--- src/rtl/button_conditioner_if.sv ---
// Button channel bundle: raw push-button inputs toward the conditioner,
// debounced level and single-cycle event pulses back to the consumer.
interface button_conditioner_if #(
  parameter int unsigned N_CH = 4
);
  logic [N_CH-1:0] btn_in;
  logic [N_CH-1:0] btn_level;
  logic [N_CH-1:0] btn_press;
  logic [N_CH-1:0] btn_release;
  logic [N_CH-1:0] btn_repeat;

  modport master (
    output btn_in,
    input  btn_level, btn_press, btn_release, btn_repeat
  );

  modport slave (
    input  btn_in,
    output btn_level, btn_press, btn_release, btn_repeat
  );
endinterface

--- src/rtl/button_conditioner.sv ---
// Multi-channel push-button conditioner: two-flop synchroniser, stability
// qualification, press/release pulses and optional hold-to-repeat pulse train.
module button_conditioner #(
  parameter int unsigned N_CH          = 4,
  parameter int unsigned STABLE_CYCLES = 1000000,
  parameter int unsigned ACTIVE_LOW    = 0,
  parameter int unsigned REPEAT_EN     = 1,
  parameter int unsigned HOLD_CYCLES   = 50000000,
  parameter int unsigned REPEAT_CYCLES = 10000000
) (
  input  logic                clk_in,
  input  logic                rst_in,
  button_conditioner_if.slave btn
);

  localparam int unsigned CNT_W    = $clog2(STABLE_CYCLES + 1);
  localparam int unsigned HOLD_MAX = (HOLD_CYCLES > REPEAT_CYCLES) ? HOLD_CYCLES : REPEAT_CYCLES;
  localparam int unsigned HCNT_W   = $clog2(HOLD_MAX + 1);

  typedef enum logic [1:0] {REL, HOLD, RPT} rpt_state_t;

  logic [N_CH-1:0]   raw;
  logic [N_CH-1:0]   sync0;
  logic [N_CH-1:0]   sync1;
  logic [N_CH-1:0]   level_q;
  logic [N_CH-1:0]   press_q;
  logic [N_CH-1:0]   release_q;
  logic [N_CH-1:0]   repeat_q;
  logic [N_CH-1:0]   accept;
  logic [CNT_W-1:0]  stab_cnt [N_CH];
  logic [HCNT_W-1:0] hold_cnt [N_CH];
  rpt_state_t        state    [N_CH];

  assign raw = (ACTIVE_LOW != 0) ? ~btn.btn_in : btn.btn_in;

  // A channel accepts its synchronised sample once it has disagreed with the
  // current level for STABLE_CYCLES consecutive edges.
  always_comb begin
    accept = '0;
    for (int ch = 0; ch < N_CH; ch++) begin
      accept[ch] = (sync1[ch] != level_q[ch]) &&
                   (stab_cnt[ch] == CNT_W'(STABLE_CYCLES - 1));
    end
  end

  always_ff @(posedge clk_in) begin
    if (rst_in) begin
      sync0     <= '0;
      sync1     <= '0;
      level_q   <= '0;
      press_q   <= '0;
      release_q <= '0;
      repeat_q  <= '0;
      for (int ch = 0; ch < N_CH; ch++) begin
        stab_cnt[ch] <= '0;
        hold_cnt[ch] <= '0;
        state[ch]    <= REL;
      end
    end else begin
      sync0 <= raw;
      sync1 <= sync0;
      for (int ch = 0; ch < N_CH; ch++) begin
        press_q[ch]   <= accept[ch] & sync1[ch];
        release_q[ch] <= accept[ch] & ~sync1[ch];
        repeat_q[ch]  <= 1'b0;

        if (accept[ch]) begin
          level_q[ch] <= sync1[ch];
        end

        if ((sync1[ch] == level_q[ch]) || accept[ch]) begin
          stab_cnt[ch] <= '0;
        end else begin
          stab_cnt[ch] <= stab_cnt[ch] + CNT_W'(1);
        end

        // Repeat engine; an accepted release always wins over a due repeat.
        if (REPEAT_EN == 0) begin
          state[ch]    <= REL;
          hold_cnt[ch] <= '0;
        end else begin
          case (state[ch])
            REL: begin
              if (accept[ch] && sync1[ch]) begin
                state[ch]    <= HOLD;
                hold_cnt[ch] <= HCNT_W'(1);
              end
            end
            HOLD: begin
              if (accept[ch]) begin
                state[ch]    <= REL;
                hold_cnt[ch] <= '0;
              end else if (hold_cnt[ch] == HCNT_W'(HOLD_CYCLES)) begin
                repeat_q[ch] <= 1'b1;
                hold_cnt[ch] <= HCNT_W'(1);
                state[ch]    <= RPT;
              end else begin
                hold_cnt[ch] <= hold_cnt[ch] + HCNT_W'(1);
              end
            end
            RPT: begin
              if (accept[ch]) begin
                state[ch]    <= REL;
                hold_cnt[ch] <= '0;
              end else if (hold_cnt[ch] == HCNT_W'(REPEAT_CYCLES)) begin
                repeat_q[ch] <= 1'b1;
                hold_cnt[ch] <= HCNT_W'(1);
              end else begin
                hold_cnt[ch] <= hold_cnt[ch] + HCNT_W'(1);
              end
            end
            default: begin
              state[ch]    <= REL;
              hold_cnt[ch] <= '0;
            end
          endcase
        end
      end
    end
  end

  assign btn.btn_level   = level_q;
  assign btn.btn_press   = press_q;
  assign btn.btn_release = release_q;
  assign btn.btn_repeat  = repeat_q;

endmodule

--- src/flat_wrapper.sv ---
// flat-port wrapper written by rule: the top's interface ports become plain ports
module button_conditioner_flat 
#(
  parameter int unsigned N_CH          = 4,
  parameter int unsigned STABLE_CYCLES = 1000000,
  parameter int unsigned ACTIVE_LOW    = 0,
  parameter int unsigned REPEAT_EN     = 1,
  parameter int unsigned HOLD_CYCLES   = 50000000,
  parameter int unsigned REPEAT_CYCLES = 10000000
)
  (clk_in, rst_in, btn_btn_in, btn_btn_level, btn_btn_press, btn_btn_release, btn_btn_repeat);
  button_conditioner_if #(.N_CH(N_CH)) btn_i ();
  input  logic clk_in;
  input  logic rst_in;
  input wire logic [$bits(btn_i.btn_in)-1:0] btn_btn_in;
  output wire logic [$bits(btn_i.btn_level)-1:0] btn_btn_level;
  output wire logic [$bits(btn_i.btn_press)-1:0] btn_btn_press;
  output wire logic [$bits(btn_i.btn_release)-1:0] btn_btn_release;
  output wire logic [$bits(btn_i.btn_repeat)-1:0] btn_btn_repeat;
  assign btn_i.btn_in = btn_btn_in;
  assign btn_btn_level = btn_i.btn_level;
  assign btn_btn_press = btn_i.btn_press;
  assign btn_btn_release = btn_i.btn_release;
  assign btn_btn_repeat = btn_i.btn_repeat;
  button_conditioner #(.N_CH(N_CH), .STABLE_CYCLES(STABLE_CYCLES), .ACTIVE_LOW(ACTIVE_LOW), .REPEAT_EN(REPEAT_EN), .HOLD_CYCLES(HOLD_CYCLES), .REPEAT_CYCLES(REPEAT_CYCLES)) u_core (.clk_in(clk_in), .rst_in(rst_in), .btn(btn_i));
endmodule
--- config.mk ---
export PLATFORM = sky130hd
export DESIGN_NAME = button_conditioner_flat
export DESIGN_NICKNAME = d
export VERILOG_FILES = /design/src/rtl/button_conditioner_if.sv /design/src/rtl/button_conditioner.sv /design/src/flat_wrapper.sv
export SDC_FILE = /design/constraint.sdc
export NUM_CORES = 1
export LEC_CHECK = 0
export ABC_CLOCK_PERIOD_IN_PS = 4400
export CORE_MARGIN = 5
export CORE_UTILIZATION = 50
export CTS_CLUSTER_SIZE = 8
export DETAILED_ROUTE_END_ITERATION = 10
export GPL_TIMING_DRIVEN = 0
export PLACE_DENSITY = 0.76
export SYNTH_ARGS = -nofsm -noshare
export SYNTH_HDL_FRONTEND = slang
export SYNTH_SLANG_ARGS = --single-unit
--- constraint.sdc ---
create_clock -name clk_in -period 4.4 [get_ports clk_in]
set_input_delay 0.88 -clock clk_in [delete_from_list [all_inputs] [get_ports clk_in]]
set_output_delay 0.88 -clock clk_in [all_outputs]
set_load 0.1 [all_outputs]
After elaboration in Yosys (flattened, before gate mapping)
Memory sizes are Yosys's and may differ from the RTL's. Index checks and enable logic that the tools add are counted.

RAM bits: 192. Register bits after elaboration: 24. Memories kept: 3.

Eq/ne operators: 28. $add $sub $neg: 8. Reduce and logical (&&, ||, !) cells: 20. Muxes and demuxes: 226. Bitwise logic cells: 72.

Memories: u_core.hold_cnt (words 4, bits a word 26, read ports 4, clocked after memory_dff 0, wr ports 4, line button_conditioner.sv:31) `logic [HCNT_W-1:0] hold_cnt [N_CH];`; u_core.stab_cnt (words 4, bits a word 20, read ports 4, clocked after memory_dff 0, wr ports 4, line button_conditioner.sv:30) `logic [CNT_W-1:0] stab_cnt [N_CH];`; u_core.state (words 4, bits a word 2, read ports 4, clocked after memory_dff 0, wr ports 4, line button_conditioner.sv:32) `rpt_state_t state [N_CH];`.

Operator list (count): $mux W26 (32); $mux W1 (162); $mux W20 (8); $add A26 B1 Y26 const B (4); $eq A26 B24 Y1 const B (4); $eq A26 B26 Y1 const B (4); $add A20 B1 Y20 const B (4); $eq A20 B20 Y1 const B (4); $or A1 B1 Y1 (60); $mux W2 (20); $reduce_or A3 Y1 (4); $and A1 B1 Y1 (8); $eq A2 B1 Y1 const B (4); $eq A2 B2 Y1 const B (4); $logic_and A1 B1 Y1 (8); $logic_not A2 Y1 (4); $pmux W1 S2 (4); $eq A1 B1 Y1 (4); $logic_or A1 B1 Y1 (4); $ne A1 B1 Y1 (4); $not A1 Y1 (4).

Longest topological paths before layout
Gate-level depths: netlist (run 1).

Depth after elaboration: 15. Mapped depth: 9. Depth with buffers taken out: 7.

Least setup slack after synthesis (run 1)
No wires, ideal clock.

Path kind: register -> register. From: reg u_core.level_q[1] (netlist: u_core.btn.btn_level[1]). To: mem u_core.hold_cnt[0][26] (netlist name), enable pin. Setup slack: 0.228 ns. Library setup time: 0.445 ns. Buffers on the path: 1. Data arrival time: 3.727 ns. Stages on the path, launching flop included: 5. Clock period less this slack: 4.172 ns. Cell sequence: dfxtp_1 xnor2_1 or4_1 buf_2 o21ai_0.

RTL lines: from (decl) (line button_conditioner.sv:25) `logic [N_CH-1:0] level_q;`; from (signal, indexed assignment) (line button_conditioner.sv:68) `level_q[ch] <= sync1[ch];`; to (decl) (line button_conditioner.sv:31).

==> results.md, run 1 <==
* Final setup fails at 0
* Initial antenna violation count at 0
* Initial Utilization at 0.5085
* Unrepaired setup endpoints after global routing: no
* Sink Count at 216
* Final WL at 23.39 mm
* H-Tree Depth at 1
* Net Sw Frac at 0.2303
* FMAX at 0.2835 GHz
* Reg2Reg Setup Slack at around 1 ns
* Final antenna diode count at 0
* Register area share after synthesis at 0.5217
* DR pass1 iterations at 5
* Post-route setup slack at 0.8722 ns
* Reg-to-Reg End: u_core.hold_cnt[0][73]
* Clock root buffer: clkbuf_16
* Yosys top cell area share at 0.4816
* Top FF cell, synth: edfxtp_1
* Type of origin of the critical path: input port
* Core area at 23540 µm²
* Dpl ws at 0.2090 ns
* Vias in the first global route at slightly below 9000
* CP required at 4.56 ns
* Detailed Place HPWL at roughly 16 mm
* Leading area contributor after synthesis: edfxtp_1
* I/O pin count at 22
* Slew Limit Fails at 0
* Seq pwr share at 0.511
* Crit path arrival time at 3.69 ns
* Resized cells post-CTS at 0
* Hold EP: u_core.sync1[3]
* Vias per inst at 5.343
* Die area at 27140 µm²
* Max_slew headroom at 0.1429
* CP Launch Point: rst_in
* GRT Overall Usage at 0.1743
* Die X at 164.7 µm
* Total power at 4.856 mW
* Clock slew at reported path FFs at 0.05 ns
* Clock Power Share at 0.432
* Internal power at between 3 and 4 mW
* Yosys reg bits at 216
* Cells on worst reg2reg path at 5
* CTS tree: built
* Hold Path Class: flop to flop
* Largest net degree at the start of global routing at 27
* Total gr overflow at 0
* Gate power share at 0.057
* Cell Area, Synth at 11970 µm²
* Max Cap Violations at 0
* Status: completed
* Layout Skew at 0.02902 ns
* Bufs on Longest Clock Path at 3
* WL/cell at 14.17 µm
* Most frequent cells in the layout: nor2_1, edfxtp_1, xnor2_1
* Post-synth EDFFs at ~190
* Final instance area at 13780 µm²
* Crit path time final at 3.528 ns
* Critical path fanouts, max at 26
* Worst R2R Start: u_core.stab_cnt[2][0]
* Post-DRT Antenna Nets at 0
* First DRT Iteration DRCs at 628
* NetSw at around 1.1 mW
* Ys async rst share at 0
* Final Hold Viols at 0
* Worst-Skew Late Latency at 0.55 ns
* Area contributors post-synth: edfxtp_1, xnor2_1, nor2_1, xor2_1, dfxtp_1
* DIE HEIGHT at approximately 160 µm
* CTS Buf Count at 30
* DR vias at 8821
* Worst-Margin Slew at 1.282 ns
* WS Path Type: input port to flop
* Avg Synthesized Cell Area at 10.18 µm²
* Leak at 4.580 nW
* Cells after synthesis at 1176
* Post-CTS Setup Bufs at 0
* Power Dens Cells at 352.4 nW/µm²
* Fin crit share at 0.8018
* CP endpoint kind: flop
* Post-synth cell types at 53
* Residual DRC at 0
* Ys Warns at 0
* Port bufs at 21
* Row cnt at 56
* First-pass GRT wire length at 39.91 mm
* Share of layout cells above drive strength 1 at 0.03453
* Hold path depth at 1
* Routability congestion estimate at 0.8305
* VDD IR max at 0.3299 mV
* Most common cell after layout, fill and taps aside: nor2_1
* P&R area growth vs syn at 15.11%
* Hold_sp: u_core.sync0[3]
* Filler cell count at approximately 2000
* CTS Hold Bufs at 0
* Placement Cell Area at 12930 µm²
* Fin nets at around 1300
-- routing by layer --
layer / track usage / vias to the layer above / routed length [µm]
met4: 0.04234 / 0 / 442
met1: 0.2417 / 4192 / 11090
met5: 0 / - / 0
met2: 0.2915 / 180 / 10930
li1: - / 4423 / -
met3: 0.02421 / 26 / 928
-- area by class of cell --
class,count,area (µm²),area share
buffer,34,131.4,0.009533
clock buffer,53,837.1,0.06074
sequential,216,6246,0.4532
timing repair buffer,23,252.7,0.01834
inverter,53,198.9,0.01444
clock inverter,1,16.27,0.001180
multi-input combinational,952,5699,0.4136
tap,319,399.1,0.02896
-- synthesized netlist by cell type, types with 5 or more instances --
library cell / instances
nor2_1: 220
edfxtp_1: 192
xnor2_1: 105
nand3_1: 78
xor2_1: 61
nand2_1: 60
inv_1: 53
nor3_1: 49
nand4_1: 46
nor4_1: 32
clkbuf_1: 30
ha_1: 28
dfxtp_1: 24
and3_1: 23
and4_1: 16
nor4b_1: 16
o21ai_0: 16
a21oi_1: 14
or3_1: 13
nor2b_1: 12
nor3b_1: 8
nor4bb_1: 8
and2_1: 7
or4_1: 7
nand2b_1: 5
o211ai_1: 5
or2_2: 5
-- flip-flops by register name, summed over array words and instances (netlist names) --
name,flops
u_core.btn.btn_release,4
u_core.state,8
u_core.sync1,4
u_core.stab_cnt,80
u_core.btn.btn_repeat,4
u_core.hold_cnt,104
u_core.btn.btn_press,4
u_core.btn.btn_level,4
u_core.sync0,4
-- critical path, stage by stage --
cell and delay [ns]:
clkdlybuf4s50_1 0.62, clkbuf_1 0.51, clkbuf_1 0.59, nor2_1 0.17
nand3_1 0.89
-- cell families after synthesis --
| kind of cell | count (synthesis) | synth area share |
|---|---|---|
| other | 1 | 0.0003132 |
| AOI/OAI and AO/OA | 55 | 0.03031 |
| DFF | 216 | 0.5217 |
| buffers and inverters | 87 | 0.02759 |
| muxes | 3 | 0.002508 |
| and+or+nand+nor | 620 | 0.2668 |
| adders and majority gates | 28 | 0.02926 |
| xor gates and xnor gates | 166 | 0.1214 |
-- power by group through the flow --
stage	registers (mW)	logic [mW]	clock network (mW)
6_report	2.48	0.275	2.10
2_1_floorplan	2.48	0.212	0
5_1_grt	2.50	0.312	2.24
4_1_cts	2.48	0.276	2.15
3_5_place_dp	2.52	0.273	0
3_3_place_gp	2.52	0.259	0
-- worst max path at each step --
| stage | to | slack, ns | cells after the start |
|---|---|---|---|
| final | u_core.hold_cnt[0][82] | 0.87 | 5 |
| after global routing | u_core.hold_cnt[0][82] | 0.60 | 5 |
| after CTS | u_core.hold_cnt[0][82] | 0.80 | 5 |
| after detailed placement | u_core.hold_cnt[0][100] | 0.21 | 5 |
| after global placement | u_core.hold_cnt[0][44] | -0.47 | 5 |
| after floorplan | u_core.hold_cnt[0][26] | 0.23 | 4 |
-- per-stage QoR --
step / TNS [ns] / utilization / hold WS (ns) / cells
global placement: -12.24 / 0.5470 / 0.4230 / 1595
finish: 0 / 0.5854 / 0.4273 / 1651
floorplan: 0 / - / 0.4138 / 1255
global route: 0 / 0.5854 / 0.4595 / 1651
detailed placement: 0 / 0.5491 / 0.4264 / 1597
CTS: 0 / 0.5854 / 0.4390 / 1651
No activity file was read; power rests on OpenSTA's default activity.
==> inputs of run 2 (changes only) <==
- ABC_CLOCK_PERIOD_IN_PS: 4400 -> 2900
- PLACE_DENSITY: 0.76 -> 0.79
- clock period: 4.4 -> 2.9 ns (I/O delays scaled with it)
==> results.md, run 2 (synthesis gave the netlist of run 1 again) <==
* Status: completed (unchanged)
* Slowest stage delay, CP at 0.60 ns (was 0.89 ns)
* Post-DRT Antenna Nets at 0 (unchanged)
* WS Path Type: flop to flop (was input port to flop)
* FMAX at 0.3568 GHz
* Share of layout cells above drive strength 1 at 0.04501 (was 0.03453)
* Biggest register: u_core.hold_cnt (unchanged)
* Final antenna diode count at 0 (unchanged)
* CP endpoint kind: flop (unchanged)
* Layout Skew at 0.03555 ns (was 0.02902 ns)
* Largest regs: u_core.hold_cnt x104, u_core.stab_cnt x80, u_core.state x8 (unchanged)
* Critical path fanouts, max at 13 (was 26)
* Routability congestion estimate at 0.8113 (was 0.8305)
* DR vias at 8902 (was 8821)
* Initial antenna violation count at 0 (unchanged)
* Max reg flops at 104 (unchanged)
* Fin nets at 1343 (was 1344)
* Slew Limit Fails at 0 (unchanged)
* Kind of cell adding the most delay to the critical path: simple AND/OR/NAND/NOR gates (was buffers and inverters)
* Final WL at 23.69 mm (was 23.39 mm)
* I/O pin count at 22 (unchanged)
* Clock root buffer: clkbuf_16 (unchanged)
* Crit path time final at 2.803 ns
* GR Util met3 at 0.03494 (was 0.02421)
* Max Cap Violations at 0 (unchanged)
* Worst-Skew Late Latency at 0.55 ns (about the same)
* DR pass1 iterations at 7 (was 5)
* Die X at 164.7 µm (unchanged)
* Initial Utilization at 0.5085 (unchanged)
* Hold Path Class: flop to flop (unchanged)
* Largest net degree at the start of global routing at 27 (unchanged)
* Row cnt at 56 (unchanged)
* Bufs on Longest Clock Path at 3 (unchanged)
* P&R area growth vs syn at 15.38% (was 15.11%)
* Final Hold Viols at 0 (unchanged)
* CP required at 3.08 ns (was 4.56 ns)
* WL/cell at 14.34 µm (was 14.17 µm)
* Final core occ at 0.5867 (was 0.5854)
* Worst-path cell chain: or3b_1, or2_1, or4_1, buf_2, o21ai_2 (was clkdlybuf4s50_1, clkbuf_1, clkbuf_1, nor2_1, nand3_1)
* Clock slew at reported path FFs at 0.05 ns (about the same)
* Most frequent cells in the layout: nor2_1, edfxtp_1, xnor2_1 (unchanged)
* First DRT Iteration DRCs at 632 (was 628)
* Setup tns final at 0 ns (unchanged)
* Max_slew headroom at 0.2574 (was 0.1429)
* Type of origin of the critical path: flop (was input port)
* CP Buf/Inv Count at 1 (was 3)
* Vias in the first global route at 8573 (was 8659)
* Power Dens Cells at 533.6 nW/µm² (was 352.4 nW/µm²)
* Fin crit share at 0.9666
* GRT Overall Usage at 0.1763 (was 0.1743)
* First-pass GRT wire length at 40.35 mm (was 39.91 mm)
* CTS Buf Count at 30 (unchanged)
* Most common cell after layout, fill and taps aside: nor2_1 (unchanged)
* Residual DRC at 0 (unchanged)
* Total gr overflow at 0 (unchanged)
* DIE HEIGHT at 164.7 µm (unchanged)
* Gr busiest metal: met2 (unchanged)
* Sink Count at 216 (unchanged)
* CTS Hold Bufs at 0 (unchanged)
* Unrepaired setup endpoints after global routing: no (unchanged)
* Final setup fails at 0 (unchanged)
* Worst path slowest cell: o21ai_2 (was nand3_1)
* Grt met1 use at 0.2419 (was 0.2417)
* H-Tree Depth at 1 (unchanged)
* Leak at 4.595 nW (was 4.580 nW)
* Port bufs at 21 (unchanged)
* M2 GR Usage at 0.2885 (was 0.2915)
* VDD IR max at 0.4091 mV (was 0.3299 mV)
* Vias per inst at 5.389 (was 5.343)
* Die area at 27140 µm² (unchanged)
* Core area at 23540 µm² (unchanged)
* Worst-Margin Slew at 1.098 ns (was 1.282 ns)
* Crit path arrival time at 2.98 ns (was 3.69 ns)
* Detailed Place HPWL at 16.29 mm (was 16.33 mm)
* CTS tree: built (unchanged)
## run 2: cell types whose count changed in the layout (fill, tap and decap cells not counted), sizes merged
cell | before | now
buf | 6 | 5
clkbuf | 83 | 84
o21ai | 16 | 17
## run 2: stage by stage
| step | hold slack [ns] | setup slack, ns | cells | cell area [µm²] | total power [mW] |
|---|---|---|---|---|---|
| 2_1_floorplan | 0.4138 | 0.1290 | 1255 | 12280 | 4.089 |
| 3_3_place_gp | 0.4183 | -0.8778 | 1595 | 12890 | 4.206 |
| 3_5_place_dp | 0.4269 | -0.8822 | 1595 | 12890 | 4.227 |
| 4_1_cts | 0.4228 | 0.001617 | 1651 | 13780 | 7.440 |
| 5_1_grt | 0.4560 | 0.0007785 | 1652 | 13810 | 7.674 |
| 6_report | 0.4131 | 0.09699 | 1652 | 13810 | 7.370 |
## run 2: worst paths after layout
check,start,end,slack (ns),cells past startpoint
hold reg to reg,u_core.sync0[3],u_core.sync1[3],0.41,1
setup / recovery,u_core.stab_cnt[1][6],u_core.hold_cnt[0][51],0.1,5
hold / removal,u_core.sync0[3],u_core.sync1[3],0.41,1
setup reg to reg,u_core.stab_cnt[1][6],u_core.hold_cnt[0][51],0.1,5
## run 2: cell type report
type                            instances  area, µm²
Clock buffer                           55      844.6
Buffer                                 33      136.4
Tap cell                              319      399.1
Multi-Input combinational cell        953       5752
Inverter                               53      198.9
Clock inverter                          1      16.27
Fill cell                            2011       9729
Sequential cell                       216       6248
Timing Repair Buffer                   22      217.7
## run 2: repair_timing
item | 4_1_cts | 5_1_grt
pin swaps | 0 | 2
endpoints found under the setup margin | 105 | 147
gates cloned | 0 | 1
gates resized for setup | 5 | 16
setup buffers | 0 | 1
## run 2: per-layer routing
layer  part of all wire  wire [µm]
met5                  0          0
met4              0.025        601
met3              0.052       1242
met2               0.47      11070
met1               0.45      10770
## run 2: where the power goes
part	internal (mW)	switching, mW	leakage, nW	total [mW]
clock network	1.93	1.25	0.406	3.18
logic	0.175	0.241	1.94	0.416
registers	3.57	0.200	2.25	3.77
